`src/rtl/signed_mac_accumulator.sv`:
```
// -----------------------------------------------------------------------------
// signed_mac_accumulator
//   Sequential signed multiply-accumulate engine. After a start pulse it accepts
//   len operand pairs (a, b) over a valid/ready handshake. It sums the full-width
//   signed products into a wide accumulator and then presents one result. The
//   result is held until the consumer accepts it.
//
// Ports
//   clk_i        rising-edge clock
//   rst_i        synchronous active-high reset
//   start_i      begins an operation; only looked at in IDLE
//   len_i        number of terms, captured with start_i
//   in_valid_i   operand pair valid
//   in_ready_o   engine accepts operands this cycle (high only in ACC)
//   a_i, b_i     signed operands
//   out_valid_o  result valid (DONE), held until out_ready_i
//   out_ready_i  consumer accepts result
//   result_o     signed sum of products, OUT_WIDTH bits
//   busy_o       high in every state except IDLE
//   overflow_o   result was clamped (saturating build only, else 0)
//
// Configuration
//   MAC_SATURATE_EN : when defined, the result is clamped to the signed
//   OUT_WIDTH range and overflow_o flags the clamp. When undefined, the result
//   is the low OUT_WIDTH accumulator bits and overflow_o is tied to 0.
// -----------------------------------------------------------------------------
module signed_mac_accumulator #(
  parameter int A_WIDTH   = 16,
  parameter int B_WIDTH   = 16,
  parameter int ACC_WIDTH = 40,
  parameter int OUT_WIDTH = 32,
  parameter int CNT_WIDTH = 8
) (
  input  logic                 clk_i,
  input  logic                 rst_i,
  input  logic                 start_i,
  input  logic [CNT_WIDTH-1:0] len_i,
  input  logic                 in_valid_i,
  output logic                 in_ready_o,
  input  logic [A_WIDTH-1:0]   a_i,
  input  logic [B_WIDTH-1:0]   b_i,
  output logic                 out_valid_o,
  input  logic                 out_ready_i,
  output logic [OUT_WIDTH-1:0] result_o,
  output logic                 busy_o,
  output logic                 overflow_o
);

  localparam int P_WIDTH = A_WIDTH + B_WIDTH;

  typedef enum logic [1:0] {
    ST_IDLE  = 2'd0,
    ST_ACC   = 2'd1,
    ST_DRAIN = 2'd2,
    ST_DONE  = 2'd3
  } state_t;

  state_t                      state_q,     state_d;
  logic [CNT_WIDTH-1:0]        remaining_q, remaining_d;
  logic signed [P_WIDTH-1:0]   prod_q,      prod_d;
  logic                        prod_vld_q,  prod_vld_d;
  logic signed [ACC_WIDTH-1:0] acc_q,       acc_d;
  logic [OUT_WIDTH-1:0]        result_q,    result_d;
  logic                        overflow_d;

  logic                        beat_s;
  logic signed [P_WIDTH-1:0]   mult_s;
  logic signed [ACC_WIDTH-1:0] prod_ext_s;
  logic [OUT_WIDTH-1:0]        res_from_acc_s;
  logic                        ovf_from_acc_s;

`ifdef MAC_SATURATE_EN
  logic overflow_q;

  // Clamp to the signed OUT_WIDTH range. The value fits exactly when every bit
  // from the accumulator MSB down to bit OUT_WIDTH-1 is equal. Returns {ovf, value}.
  function automatic logic [OUT_WIDTH:0] saturate(input logic [ACC_WIDTH-1:0] v);
    logic [ACC_WIDTH-OUT_WIDTH:0] top;
    top = v[ACC_WIDTH-1:OUT_WIDTH-1];
    if ((top == '0) || (top == '1)) begin
      saturate = {1'b0, v[OUT_WIDTH-1:0]};
    end else if (v[ACC_WIDTH-1]) begin
      saturate = {1'b1, 1'b1, {(OUT_WIDTH-1){1'b0}}};
    end else begin
      saturate = {1'b1, 1'b0, {(OUT_WIDTH-1){1'b1}}};
    end
  endfunction

  assign {ovf_from_acc_s, res_from_acc_s} = saturate(acc_q);
  assign overflow_o = overflow_q;
`else
  assign res_from_acc_s = acc_q[OUT_WIDTH-1:0];
  assign ovf_from_acc_s = 1'b0;
  assign overflow_o     = 1'b0;
`endif

  // Operand handshake and datapath helpers.
  assign beat_s     = in_valid_i && (state_q == ST_ACC);
  assign mult_s     = $signed(a_i) * $signed(b_i);
  assign prod_ext_s = ACC_WIDTH'(prod_q);  // prod_q is signed, so this sign-extends

  // Outputs are decoded from state or taken straight from registers.
  assign in_ready_o  = (state_q == ST_ACC);
  assign out_valid_o = (state_q == ST_DONE);
  assign busy_o      = (state_q != ST_IDLE);
  assign result_o    = result_q;

  // Next-state logic for the FSM and the accumulate pipeline.
  always_comb begin
    state_d     = state_q;
    remaining_d = remaining_q;
    prod_d      = prod_q;
    prod_vld_d  = prod_vld_q;
    acc_d       = acc_q;
    result_d    = result_q;
    overflow_d  = 1'b0;
    case (state_q)
      ST_IDLE: begin
        if (start_i) begin
          acc_d      = '0;
          prod_vld_d = 1'b0;
          if (len_i != '0) begin
            remaining_d = len_i;
            state_d     = ST_ACC;
          end else begin
            result_d = '0;
            state_d  = ST_DONE;
          end
        end else begin
          state_d = ST_IDLE;
        end
      end
      ST_ACC: begin
        // The product of the previous beat is added in the same cycle that
        // the next product is registered, so back-to-back beats leave no bubble.
        if (prod_vld_q) begin
          acc_d = acc_q + prod_ext_s;
        end else begin
          acc_d = acc_q;
        end
        prod_vld_d = beat_s;
        if (beat_s) begin
          prod_d      = mult_s;
          remaining_d = remaining_q - CNT_WIDTH'(1);
          if (remaining_q == CNT_WIDTH'(1)) begin
            state_d = ST_DRAIN;
          end else begin
            state_d = ST_ACC;
          end
        end else begin
          state_d = ST_ACC;
        end
      end
      ST_DRAIN: begin
        // First DRAIN cycle adds the last product. The second cycle captures the
        // now-final accumulator into the result register.
        if (prod_vld_q) begin
          acc_d      = acc_q + prod_ext_s;
          prod_vld_d = 1'b0;
        end else begin
          result_d   = res_from_acc_s;
          overflow_d = ovf_from_acc_s;
          state_d    = ST_DONE;
        end
      end
      ST_DONE: begin
        if (out_ready_i) begin
          state_d = ST_IDLE;
        end else begin
          state_d = ST_DONE;
        end
      end
      default: begin
        state_d = ST_IDLE;
      end
    endcase
  end

  // State and datapath registers with synchronous reset.
  always_ff @(posedge clk_i) begin
    if (rst_i) begin
      state_q     <= ST_IDLE;
      remaining_q <= '0;
      prod_q      <= '0;
      prod_vld_q  <= 1'b0;
      acc_q       <= '0;
      result_q    <= '0;
    end else begin
      state_q     <= state_d;
      remaining_q <= remaining_d;
      prod_q      <= prod_d;
      prod_vld_q  <= prod_vld_d;
      acc_q       <= acc_d;
      result_q    <= result_d;
    end
  end

`ifdef MAC_SATURATE_EN
  // Overflow flag is updated only when the result is captured and held through DONE.
  always_ff @(posedge clk_i) begin
    if (rst_i) begin
      overflow_q <= 1'b0;
    end else if ((state_q == ST_DRAIN) && !prod_vld_q) begin
      overflow_q <= overflow_d;
    end else if ((state_q == ST_IDLE) && start_i) begin
      overflow_q <= 1'b0;
    end else begin
      overflow_q <= overflow_q;
    end
  end
`else
  logic unused_s;
  assign unused_s = overflow_d;
`endif

endmodule
```
`config.mk`:
```
export PLATFORM = sky130hd
export DESIGN_NAME = signed_mac_accumulator
export DESIGN_NICKNAME = d
export VERILOG_FILES = /design/src/rtl/signed_mac_accumulator.sv
export SDC_FILE = /design/constraint.sdc
export NUM_CORES = 1
export LEC_CHECK = 0
export CAP_MARGIN = 40
export CORE_AREA = 2 2 169 171
export DETAILED_ROUTE_END_ITERATION = 12
export DIE_AREA = 0 0 171 173
export GPL_TIMING_DRIVEN = 0
export MAX_ROUTING_LAYER = met4
export PLACE_DENSITY = 0.78
export SLEW_MARGIN = 15
export SYNTH_ARGS = -nofsm -noshare
export SYNTH_HDL_FRONTEND = slang
export SYNTH_SLANG_ARGS = --single-unit
```
`constraint.sdc`:
```
create_clock -name clk_i -period 7 [get_ports clk_i]
set_input_delay 1.4 -clock clk_i [delete_from_list [all_inputs] [get_ports clk_i]]
set_output_delay 1.4 -clock clk_i [all_outputs]
set_load 0.01 [all_outputs]
```
==> After elaboration in Yosys (flattened, before gate mapping) <==
Cells that the tools add are included.
{ "op_classes": {"reduce_logical": 14, "mul": 1, "n_addsub": 2, "n_eq_ne": 10, "n_mux": 20} }
{ "ops": {"columns": ["op", "count"], "rows": [
  ["2-to-1 mux 32 bit", 3],
  ["2-to-1 mux 40 bit", 2],
  ["one-hot mux 40 bit (2 select lines)", 1],
  ["one-hot mux 32 bit (2 select lines)", 1],
  ["adder 40 x 32 -> 40 bit", 1],
  ["multiplier 16 x 16 -> 32 bit", 1],
  ["2-to-1 mux 8 bit", 3],
  ["one-hot mux 8 bit (2 select lines)", 1],
  ["2-to-1 mux 2 bit", 6],
  ["equality test 8 x 1 -> 1 bit (second input constant)", 1],
  ["!= test 2 bit (second input constant)", 4],
  ["one-hot mux 2 bit (4 select lines)", 1],
  ["AND reduction 4 bit", 2],
  ["nonzero test 2 bit", 4],
  ["nonzero test 8 bit", 1],
  ["subtractor 8 x 1 -> 8 bit (second input constant)", 1],
  ["equality test 2 bit (second input constant)", 2],
  ["!= test 2 x 1 -> 1 bit (second input constant)", 2],
  ["AND reduction 2 bit", 2],
  ["one-hot mux 1 bit (3 select lines)", 1],
  ["AND reduction 3 bit", 1],
  ["nonzero test 3 bit", 1],
  ["equality test 2 x 1 -> 1 bit (second input constant)", 1],
  ["logical NOT 2 bit", 1],
  ["3 further kinds", 3]
]} }
{ "word_totals": {"inputBits": 45, "out_inout_bits": 36, "regBits": 115, "word_cells": 53} }

==> Longest topological paths before layout <==
{ "logic_depth": {"word_depth": 4, "mapped_depth": 24, "mapped_depth_nobuf": 23} }

==> Worst setup path before layout <==
OpenSTA, ideal clock, no wires.
{ "synth_path": {"kind": "input-to-reg", "start": "input port b_i[1]", "end": "register prod_q[31]", "setup_ns": 0.129, "cell_stages": 20, "t_required_ns": 6.871, "n_path_buf": 2, "t_arrival_ns": 7.005, "path_slack_ns": -0.134, "path_cell_list": "clkbuf_1 nand2_1 inv_1 fa_1 fa_1 inv_1 fa_1 fa_1 inv_1 fa_1 fa_1 ha_1 clkbuf_1 a21o_1 a21oi_1 nor2_1 or4_1 o22ai_1 mux2i_1 o22ai_1"} }
{ "synth_via": {"elab_chain_cells": 1} }
{ "synth_lines": {"columns": ["item", "line", "text"], "rows": [
  ["from (decl)", "41", "input logic [B_WIDTH-1:0] b_i,"],
  ["multiplier 16 x 16 -> 32 bit", "99", "assign mult_s = $signed(a_i) * $signed(b_i);"],
  ["to (signal assigned)", "191", "prod_q <= prod_d;"],
  ["to (decl)", "60", "logic signed [P_WIDTH-1:0] prod_q, prod_d;"]
]} }
Every way passes these cells.
A chain may end at the register's enable or synchronous reset.

==> Worst setup path after layout <==
{ "layout_path": {"start": "input port b_i[4]", "end": "register prod_q[27]"} }
The elaborated chain is that of the path after synthesis.

==> metrics.yaml <==
status: "finished clean"
routedWlPerCell_um: 17.1
async_flop_share_pct: 0
fill_cells: 2401
synthFlopType: "dfxtp_1"
synth_area_mm2: 0.0156
worst_pin_slew_ns: 0.803
maxCapViolCount: 0
required_ns: 7.29
crit_path_top_delay_cell: "fa_1"
n_antenna_cell: 0
finalCritPeriodShare_pct: 97.4
grt_pass1_vias: 13900
clock_latency_ns: 0.35
ys_ff_latch: 107
finalSetupViolations: 0
worstPathMaxFanout: 10
hold_viol: 0
drive_gt1_share_pct: 7.24
yosysMostFrequentCell: "inv_1"
arrival_ns: 7.11
max_stage_delay_ns: 0.54
die_y_um: 173
ant_nets: 0
yosysWarnings: 0
cp_top_family: "adder cells"
cts.path.max_buffers: 2
min_from: "result_o[3]$_SDFFE_PP0P_"
synth_area_leaders: "fa_1 (34%), dfxtp_1 (14%), ha_1 (9.6%), inv_1 (8.1%), nand2_1 (6.2%)"
fin_crit_ns: 6.82
relSlewSlack_pct: 46.5
min_path_type: "reg2reg"
path_class: "in2reg"
die_w_um: 171
post-place-cells: 2288
netlist.area_leader.share_pct: 33.8
fmax_ghz: 0.147
cp-end-kind: "register"
path_cells: "clkbuf_4 > buf_8 > and2_1 > fa_1 > inv_1 > fa_1 > fa_1 > inv_1 > fa_1 > fa_1 > inv_1 > fa_1 > inv_1 > ha_2 > nand2_1 > nor2_2 > nand3_1 > a211o_1 > a21oi_4 > o21ai_0 > or4_1 > nand3_1"
critPathBufInv: 6
maxUsedRoutingLayer: "met4"
core_mm2: 0.0276
clkSinkCount: 107
worst_clock_skew_ns: 0.00649
netlist-cell-type-count: 65
synthCells: 1831
path_clk_slew_ns: 0.07
critPathLaunch: "b_i[4]"
wl_met1_um: 16100
grt_max_degree: 20
io_buffers: 79
via_per_inst: 5.57
drt_pass1_iterations: 5
synthToLayoutAreaGrowth_pct: 12.8
ys_seq_area_share_pct: 13.7
groute.usage.overall_pct: 29.4
place.detailed.hpwl_um: 32300
initial_utilization_pct: 56.4
cts_tree: "yes"
grt_pass1_wl_um: 67600
final_cell_count_no_fill: 2313
rows: 61
drc: 0
start_kind: "input port"
path_common_cell: "fa_1"
htreeDepth: 3
antenna_found_initial: 1
grt_overflow: 0
syn_avg_cell_area_um2: 8.51
drt_wl_total_um: 39600
fin_hold_ws_ns: 0.450
synth-edff-count: 0
cts_buffers: 9
rr_startpoint: "prod_q[0]$_SDFFE_PP0P_"
vias: 12900
dieArea_mm2: 0.0296
first_iter_violations: 1059
yosysTopAreaCell: "fa_1"
synth_common_cells: "inv_1 (336), fa_1 (263), nand2_1 (256)"
met2_length_um: 19700
cts_root_buffer: "clkbuf_16"
finalNetCount: 2358
finalMaxSlewViolations: 0
wl_met3_um: 2630
synth_nets: 2259
pin_count: 81
routabilityCongestion: 0.969
-- tightest hold or removal path, stage by stage, from the launching register on --
cell     delay, ns
dfxtp_1       0.31
nand2_1       0.05
a21oi_1       0.05
-- per-layer routing --
layer / GRT usage [%] / up-vias
li1: - / 5976
met1: 37.5 / 6420
met2: 48.7 / 396
met3: 4.30 / 92
met4: 8.69 / 0
met5: - / -
-- flip-flops by register name, summed over array words and instances (netlist names) --
name         cells
prod_q          32
acc_q           32
prod_vld_q       1
result_o        32
state_q          2
remaining_q      8
-- final timing paths --
path                              end  slack, ns  cells after the start
max reg2reg    acc_q[28]$_SDFFE_PP0P_       4.00                     10
max           prod_q[27]$_SDFFE_PP0P_       0.18                     22
min          result_o[3]$_SDFFE_PP0P_       0.45                      2
min reg2reg  result_o[3]$_SDFFE_PP0P_       0.45                      2
-- cell type report --
| class | count | area (µm²) | area share, % |
|---|---|---|---|
| Timing Repair Buffer | 90 | 793 | 4.51 |
| Inverter | 336 | 1260 | 7.17 |
| Buffer | 73 | 539 | 3.07 |
| Tap cell | 378 | 473 | 2.69 |
| Multi-Input combinational cell | 1313 | 12100 | 68.6 |
| Clock buffer | 9 | 225 | 1.28 |
| Clock inverter | 7 | 81.3 | 0.462 |
| Sequential cell | 107 | 2140 | 12.2 |
-- cell families after synthesis --
group,count (synthesis),synth area share (%)
AOI/OAI and AO/OA,283,11.5
buffers and inverters,411,9.92
adders and majority gates,383,43.4
xor gates and xnor gates,54,3.03
DFF,107,13.7
and+or+nand+nor,585,17.9
muxes,7,0.458
other,1,0.0241
-- placed cells by master, fill, tap and decap left out, drive strengths merged, types with 3 or more instances in the layout --
cell type	instances
inv	340
fa	263
nand2	256
ha	120
and2	117
dfxtp	107
a21oi	105
nor2	74
clkbuf	74
o21ai	57
nand3	55
clkdlybuf4s50	48
buf	47
xnor2	38
nor3	21
a211oi	21
a21o	20
nand2b	16
xor2	16
a22oi	13
o211ai	10
a31oi	9
and3	9
o21bai	8
a211o	7
nor2b	7
o21a	7
nand4	6
mux2i	6
o22ai	6
nor4b	5
nor4	4
or3	4
nand3b	3
nand4b	3
-- per-stage QoR --
stage	utilization (%)	instance area [µm²]	worst slack, ns	setup TNS (ns)
floorplan	-	15600	0.0162	0
global placement	61.0	16900	-1.37	-17.55
detailed placement	61.0	16900	-1.47	-18.58
CTS	63.3	17500	0.00395	0
global route	63.6	17600	-0.0131	-0.0183
finish	63.6	17600	0.179	0
-- what timing repair did --
item                       CTS  global route
resized for setup          173           126
hold buffers                 0             0
gates cloned                 0             1
pin swaps                    8            16
setup endpoints to repair   19            11
setup buffers                6             4
Power is not shown: default switching activity piles up to over one toggle a cycle in this logic, so the estimate is an artifact.
